--- src/rtl/spm_arbiter.sv ---
// rtl/spm_arbiter.sv - three-way SPM access-port arbiter with starvation aging and DMA bursts
//
// Ports:
//   clk, rst_                 clock and synchronous active-high reset
//   mem_*/if_*/dma_*          per-requester req, rw (1=read), addr, wr_data in; gnt, rd_valid out
//   dma_len                   DMA burst length, sampled on the first grant of a burst
//   rd_data                   shared read data, qualified by the *_rd_valid flags
//   spm_as_/rw/addr/wr_data   SPM access strobe (active-low) and command outputs
//   spm_rd_data               SPM read data
//   busy                      high while a DMA burst owns the port

module spm_arbiter #(
    parameter int ADDR_W       = 12,
    parameter int DATA_W       = 32,
    parameter int STARVE_LIMIT = 8,
    parameter int LEN_W        = 5
) (
    input  logic              clk,
    input  logic              rst_,
    input  logic              mem_req,
    input  logic              mem_rw,
    input  logic [ADDR_W-1:0] mem_addr,
    input  logic [DATA_W-1:0] mem_wr_data,
    output logic              mem_gnt,
    output logic              mem_rd_valid,
    input  logic              if_req,
    input  logic              if_rw,
    input  logic [ADDR_W-1:0] if_addr,
    input  logic [DATA_W-1:0] if_wr_data,
    output logic              if_gnt,
    output logic              if_rd_valid,
    input  logic              dma_req,
    input  logic              dma_rw,
    input  logic [ADDR_W-1:0] dma_addr,
    input  logic [DATA_W-1:0] dma_wr_data,
    input  logic [LEN_W-1:0]  dma_len,
    output logic              dma_gnt,
    output logic              dma_rd_valid,
    output logic [DATA_W-1:0] rd_data,
    output logic              spm_as_,
    output logic              spm_rw,
    output logic [ADDR_W-1:0] spm_addr,
    output logic [DATA_W-1:0] spm_wr_data,
    input  logic [DATA_W-1:0] spm_rd_data,
    output logic              busy
);

    localparam logic [0:0] ST_IDLE  = 1'b0;
    localparam logic [0:0] ST_BURST = 1'b1;

    localparam int                WAIT_W   = $clog2(STARVE_LIMIT + 1);
    localparam logic [WAIT_W-1:0] WAIT_MAX = WAIT_W'(STARVE_LIMIT);

    logic [0:0]        state_q,    state_d;
    logic [LEN_W-1:0]  beats_q,    beats_d;
    logic [LEN_W-1:0]  len_q,      len_d;
    logic [WAIT_W-1:0] if_wait_q,  if_wait_d;
    logic [WAIT_W-1:0] dma_wait_q, dma_wait_d;
    logic [2:0]        rd_valid_q, rd_valid_d;
    logic [DATA_W-1:0] rd_data_q;

    logic mem_win, if_win, dma_win;
    logic if_starved, dma_starved, in_burst;

    assign if_starved  = (if_wait_q == WAIT_MAX);
    assign dma_starved = (dma_wait_q == WAIT_MAX);
    assign in_burst    = (state_q == ST_BURST);

    // Winner selection. A starved fetch always goes first; a starved DMA
    // only matters outside a burst because its counter is frozen in BURST.
    // Inside a burst the DMA outranks a non-starved fetch.
    always_comb begin
        mem_win = 1'b0;
        if_win  = 1'b0;
        dma_win = 1'b0;
        if (!rst_) begin
            if (if_req && if_starved) begin
                if_win = 1'b1;
            end else if (!in_burst && dma_req && dma_starved) begin
                dma_win = 1'b1;
            end else if (mem_req) begin
                mem_win = 1'b1;
            end else if (in_burst && dma_req) begin
                dma_win = 1'b1;
            end else if (if_req) begin
                if_win = 1'b1;
            end else if (dma_req) begin
                dma_win = 1'b1;
            end
        end
    end

    assign mem_gnt = mem_win;
    assign if_gnt  = if_win;
    assign dma_gnt = dma_win;

    always_comb begin
        spm_as_     = 1'b1;
        spm_rw      = 1'b1;
        spm_addr    = '0;
        spm_wr_data = '0;
        if (mem_win) begin
            spm_as_     = 1'b0;
            spm_rw      = mem_rw;
            spm_addr    = mem_addr;
            spm_wr_data = mem_wr_data;
        end else if (if_win) begin
            spm_as_     = 1'b0;
            spm_rw      = if_rw;
            spm_addr    = if_addr;
            spm_wr_data = if_wr_data;
        end else if (dma_win) begin
            spm_as_     = 1'b0;
            spm_rw      = dma_rw;
            spm_addr    = dma_addr;
            spm_wr_data = dma_wr_data;
        end
    end

    // Aging counters: count denied cycles, saturate at the starvation level.
    always_comb begin
        if_wait_d = if_wait_q;
        if (!if_req || if_win) begin
            if_wait_d = '0;
        end else if (!if_starved) begin
            if_wait_d = if_wait_q + 1'b1;
        end

        dma_wait_d = dma_wait_q;
        if (!dma_req || dma_win) begin
            dma_wait_d = '0;
        end else if (!dma_starved && !in_burst) begin
            dma_wait_d = dma_wait_q + 1'b1;
        end
    end

    // Burst tracking. beats counts granted beats including the first one,
    // so the burst ends on the grant that brings beats up to len.
    always_comb begin
        state_d = state_q;
        beats_d = beats_q;
        len_d   = len_q;
        case (state_q)
            ST_IDLE: begin
                if (dma_win && (dma_len > LEN_W'(1))) begin
                    state_d = ST_BURST;
                    beats_d = LEN_W'(1);
                    len_d   = dma_len;
                end
            end
            ST_BURST: begin
                if (!dma_req) begin
                    state_d = ST_IDLE;
                    beats_d = '0;
                end else if (dma_win) begin
                    if ((beats_q + 1'b1) == len_q) begin
                        state_d = ST_IDLE;
                        beats_d = '0;
                    end else begin
                        beats_d = beats_q + 1'b1;
                    end
                end
            end
            default: begin
                state_d = ST_IDLE;
                beats_d = '0;
            end
        endcase
    end

    assign rd_valid_d = {dma_win & dma_rw, if_win & if_rw, mem_win & mem_rw};

    always_ff @(posedge clk) begin
        if (rst_) begin
            state_q    <= ST_IDLE;
            beats_q    <= '0;
            len_q      <= '0;
            if_wait_q  <= '0;
            dma_wait_q <= '0;
            rd_valid_q <= '0;
            rd_data_q  <= '0;
        end else begin
            state_q    <= state_d;
            beats_q    <= beats_d;
            len_q      <= len_d;
            if_wait_q  <= if_wait_d;
            dma_wait_q <= dma_wait_d;
            rd_valid_q <= rd_valid_d;
            // Only granted reads update the shared data register.
            if (|rd_valid_d) begin
                rd_data_q <= spm_rd_data;
            end
        end
    end

    assign mem_rd_valid = rd_valid_q[0];
    assign if_rd_valid  = rd_valid_q[1];
    assign dma_rd_valid = rd_valid_q[2];
    assign rd_data      = rd_data_q;
    assign busy         = in_burst;

endmodule

--- config.mk ---
export PLATFORM = sky130hd
export DESIGN_NAME = spm_arbiter
export DESIGN_NICKNAME = d
export VERILOG_FILES = /design/src/rtl/spm_arbiter.sv
export SDC_FILE = /design/constraint.sdc
export NUM_CORES = 1
export LEC_CHECK = 0
export ABC_AREA = 1
export BUFFER_PORTS_ARGS = -buffer_cell sky130_fd_sc_hd__buf_4
export CAP_MARGIN = 10
export CORE_ASPECT_RATIO = 1.25
export CORE_MARGIN = 5
export CORE_UTILIZATION = 36
export CTS_CLUSTER_DIAMETER = 30
export DETAILED_ROUTE_END_ITERATION = 7
export PLACE_DENSITY = 0.73
export SLEW_MARGIN = 20
export SYNTH_ARGS = -nofsm -noshare
export SYNTH_HDL_FRONTEND = slang
export SYNTH_SLANG_ARGS = --single-unit
--- constraint.sdc ---
create_clock -name clk -period 1.84 [get_ports clk]
set_clock_uncertainty 0.15 [all_clocks]
set_input_delay 0.092 -clock clk [delete_from_list [all_inputs] [get_ports clk]]
set_output_delay 0.092 -clock clk [all_outputs]
set_load 0.03 [all_outputs]
# After elaboration in Yosys (flattened, before gate mapping)
# Cells that the tools add are included.
[word_totals]
register_bits = 54
input_bits = 177
word_cells = 76
[op_classes]
n_addsub = 3
n_lt_le_gt_ge = 1
n_eq_ne = 5
muxes = 39
n_bitwise = 4
n_reduce_logical = 17
[op_table]
columns = ["cell", "n"]
rows = [
  ["$mux W32", 3],
  ["$mux W12", 3],
  ["$mux W1", 27],
  ["$mux W5", 4],
  ["$pmux W5 S2", 1],
  ["$add A4 B1 Y4 const B", 2],
  ["$eq A4 B4 Y1 const B", 2],
  ["$logic_and A1 B1 Y1", 6],
  ["$add A5 B1 Y5 const B", 1],
  ["$eq A5 B5 Y1", 1],
  ["$gt A5 B1 Y1 const B", 1],
  ["$logic_not A1 Y1", 4],
  ["$reduce_and A2 Y1", 2],
  ["$reduce_or A2 Y1", 2],
  ["$and A1 B1 Y1", 3],
  ["$ne A3 B2 Y1 const B", 1],
  ["$reduce_or A3 Y1", 1],
  ["$logic_or A1 B1 Y1", 2],
  ["$ne A2 B2 Y1 const B", 1],
  ["$pmux W1 S2", 1],
  ["$not A1 Y1", 1],
]

# Logic depth before layout (Yosys ltp)
[depth]
ltp_word = 10
ltp_mapped = 13
mapped_depth_nobuf = 13

# Worst setup path before layout
# No wires, ideal clock.
[synth_path]
path_type = "register -> output"
from = "register state_q, in the netlist busy"
to = "output spm_as_"
arrival_time_ns = 2.026
required_ns = 1.598
setup_slack_ns = -0.428
stages_incl_launch_ff = 10
path_buffers = 1
cell_sequence = "dfxtp_1 -> nand2_2 -> inv_1 -> nor2_1 -> nand2_1 -> nand2_1 -> nand2_1 -> inv_2 -> buf_2 -> nor3_1"
[synth_between]
elab_cells_between_ends = 20
[synth_lines]
columns = ["item", "line", "source"]
rows = [
  ["from (decl)", "54", "logic [0:0] state_q, state_d;"],
  ["from (signal assigned)", "183", "state_q <= state_d;"],
  ["$logic_and A1 B1 Y1 or $logic_not A1 Y1 (tied branches)", "83, 79", ""],
  ["$mux W1 or $logic_and A1 B1 Y1 (tied branches)", "83, 79", ""],
  ["$mux W1 or $logic_and A1 B1 Y1 (tied branches)", "81, 79", ""],
  ["$mux W1 (*)", "79", "end else if (!in_burst && dma_req && dma_starved) begin"],
  ["$mux W1 (*)", "77", "if (if_req && if_starved) begin"],
  ["$mux W1 (*)", "76", "if (!rst_) begin"],
  ["via if_gnt", "30", "output logic if_gnt,"],
  ["$mux W1 (*)", "107", "end else if (if_win) begin"],
  ["$mux W1 (*)", "102", "if (mem_win) begin"],
  ["to (decl)", "40", "output logic spm_as_,"],
]
# The timed path passes the listed nets; every way through them passes the cells marked *.

# Final worst setup path
[layout_path]
from = "register state_q, in the netlist busy"
to = "output spm_wr_data[10]"
[layout_between]
elab_chain_cells = 9
elab_cells_between_ends = 20
[layout_lines]
columns = ["item", "line", "source"]
rows = [
  ["$logic_and A1 B1 Y1 or $logic_not A1 Y1 (tied branches)", "83, 79", ""],
  ["$mux W1 or $logic_and A1 B1 Y1 (tied branches)", "83, 79", ""],
  ["$mux W1 or $logic_and A1 B1 Y1 (tied branches)", "81, 79", ""],
  ["$mux W1", "79", ""],
  ["$mux W1", "77", ""],
  ["$mux W1", "76", ""],
  ["$mux W32", "112", "end else if (dma_win) begin"],
  ["$mux W32", "107", ""],
  ["$mux W32 (*)", "102", ""],
  ["to (decl)", "43", "output logic [DATA_W-1:0] spm_wr_data,"],
]
# Every way passes the cells marked *; elsewhere a longest branch is shown, timed or not.

==> results.toml <==
[clock_tree]
root_buffer = "clkbuf_16"
cts_inserted_buffers = 5
cts_sinks = 54
htreeDepth = 2
max-clock-path-buffers = 2
insertion_delay_ns = 0.30
tritoncts = "done"
clkTransAtPathRegs_ns = 0.08

[detailed_routing]
drc = 0
dr.pass1.iters = 8
drtAntennaViolNets = 0
via_count = 6106
routedWlPerCell_um = 23.60
wl_mm = 25.60
drtIter0Drc = 513
viasPerCell = 5.628

[sta]
period_needed_ns = 2.433
hold_ws_ns = 0.09020
period_share = 1.322
setup_ws_ns = -0.5931
finalHoldViolCount = 0
maxSlewHeadroom = 0.5735
finalSetupViolCount = 100
tightest_slew_ns = 0.6331
rsz0062_at_grt = "true"
clock.fmax_mhz = 411.0
slew_violations = 0

[power_and_ir_drop]
power_density_mw_per_mm2 = 509.5
leakage_nw = 4.641
pwr-share-comb = 0.458
irDropWorstVdd_mv = 0.7849
p_sw_mw = 1.594
p_int_mw = 2.752
power_mw = 4.346
clockPowerShare = 0.242
seq_power_share = 0.300
sw_frac_of_total = 0.3667

[layout]
final_nets = 1143
final_common_cell = "buf_4"
final_cell_mix = "251 x buf_4, 130 x nand2_1, 73 x nor2_1, 73 x buf_6, 65 x nand2_2"
n_antenna_cell = 0
drive_above_1_share = 0.5988
area_growth_syn_to_layout_pct = 156.0
final_area_mm2 = 0.008531

[floorplanning]
fp.dieW_um = 96.05
die_y_um = 117.6
dieArea_mm2 = 0.01129
rows = 39
core_mm2 = 0.009076
start_util = 0.3671
io_pins = 262

[yosys]
synth.distinct_cells = 23
yosys_warnings = 0
syn_inst = 579
synth_area_mm2 = 0.003332
syn_avg_cell_area_um2 = 5.755
synth-xor-area-share = 0.01314
ys_async_sr_fraction = 0
seq_area_frac_synth = 0.3244
synth_top_flop_cell = "dfxtp_1"
synth_top_family_by_area = "simple AND/OR/NAND/NOR gates"
yosys.area_share.simple = 0.4946
synth-edff-count = 0
synth_fa_ha_area_frac = 0.01878
synth_fp_nets = 761
synthMuxAreaShare = 0
synth_seq_cells = 54
synth_compound_gate_area_share = 0.03417

[global_routing]
grt_pass1_wl_mm = 30.95
grt_pass1_vias = 5813
gr-total-overflow = 0
antenna_found_initial = 0
track_usage = 0.3507
grt_max_degree = 28

[critical_path]
critPathMaxFanout = 6
critical_path_arrival_ns = 2.19
critPathCaptureType = "primary output"
crit_required_ns = 1.60
worstSetupPathType = "reg2out"
cp-start-kind = "register"

[run_status]
outcome = "complete, but fails checks"
violations = "negative setup slack"

[placement]
hpwlAfterDp_mm = 12.04
place.port_buffers = 261
place_congestion = 0.9104
preCtsSetupSlack_ns = -0.1513
place_area_mm2 = 0.006020

[flow_run]
drv_cap = 0

[hold_path]
hp-class = "in2reg"
==> through the flow <==
step / TNS, ns / util / instances
2_1_floorplan: -0.7268 / - / 579
3_3_place_gp: -5.052 / 0.6632 / 976
3_5_place_dp: -8.895 / 0.6632 / 976
4_1_cts: -24.13 / 0.8794 / 1069
5_1_grt: -44.31 / 0.9399 / 1085
6_report: -37.90 / 0.9399 / 1085
==> cells by family after synthesis <==
family                     after synthesis
AOI/OAI and AO/OA                       22
xor gates and xnor gates                 5
adders and majority gates                5
buffers and inverters                   86
DFF                                     54
and+or+nand+nor                        407
==> sequential cells by signal (all words and copies together), names as in the netlist <==
register,flops
if_wait_q,4
rd_data,32
rd_valid_q,3
beats_q,5
busy,1
len_q,5
dma_wait_q,4
==> path summary, 6_finish.rpt <==
kind               startpoint         endpoint  slack (ns)  depth (start not counted)
hold reg to reg   rd_data[23]      rd_data[23]        0.34                          2
hold / removal         if_req     if_wait_q[2]        0.09                          3
setup reg to reg         busy      rd_data[29]       -0.49                         12
setup / recovery         busy  spm_wr_data[10]       -0.59                         11
==> Yosys cell counts, types with 5 or more instances <==
library cell	count	area, µm²
nor2_1	85	319.1
buf_4	5	37.54
inv_2	6	22.52
clkbuf_1	5	18.77
inv_1	56	210.2
nand2_1	249	934.7
ha_1	5	62.56
nand3_1	59	295.3
o21ai_0	5	25.02
nand4_1	8	50.05
buf_2	9	45.04
dfxtp_1	54	1081
a21oi_1	15	75.07
==> worst max-delay path: stages (launching register included) <==
cell and delay [ns]:
dfxtp_1 0.40, nor2_1 0.33, nand2_4 0.14, nand2_4 0.10
nand2_4 0.05, buf_6 0.12, nand2_8 0.08, clkinvlp_4 0.17
buf_6 0.18, nand2_4 0.05, nand3_4 0.09, buf_6 0.16
==> final cells by class <==
cell class                 instances  area [µm²]
clock buffer                       7       142.6
clock inverter                     1       8.758
fill                             287       545.5
inverter                          62       240.2
multi-input combinational        440        3037
sequential                        54        1086
tap                              123       153.9
timing repair buffer             397        3855
timing repair inverter             1       7.507
==> layer usage <==
| metal | global-route usage | wire [µm] |
|---|---|---|
| met1 | 0.3613 | 8110 |
| met2 | 0.6056 | 12240 |
| met3 | 0.1285 | 3004 |
| met4 | 0.1744 | 2248 |
| met5 | 0 | 0 |
==> power by group through the flow <==
| stage | logic, mW | registers [mW] | clock network (mW) |
|---|---|---|---|
| 2_1_floorplan | 0.556 | 1.43 | 0 |
| 3_5_place_dp | 1.33 | 1.31 | 0 |
| 3_3_place_gp | 1.31 | 1.31 | 0 |
| 5_1_grt | 2.07 | 1.31 | 1.07 |
| 6_report | 1.99 | 1.30 | 1.05 |
| 4_1_cts | 1.71 | 1.29 | 0.997 |
==> what timing repair did <==
| action | 4_1_cts | 5_1_grt |
|---|---|---|
| endpoints found under the hold margin | 38 | 1 |
| hold buffers | 38 | 1 |
| resized for setup | 240 | 94 |
| gates cloned | 12 | 10 |
| setup buffers | 40 | 12 |
| pin swaps | 31 | 36 |
| endpoints found under the setup margin | 85 | 95 |
(Power assumes the default switching activity.)
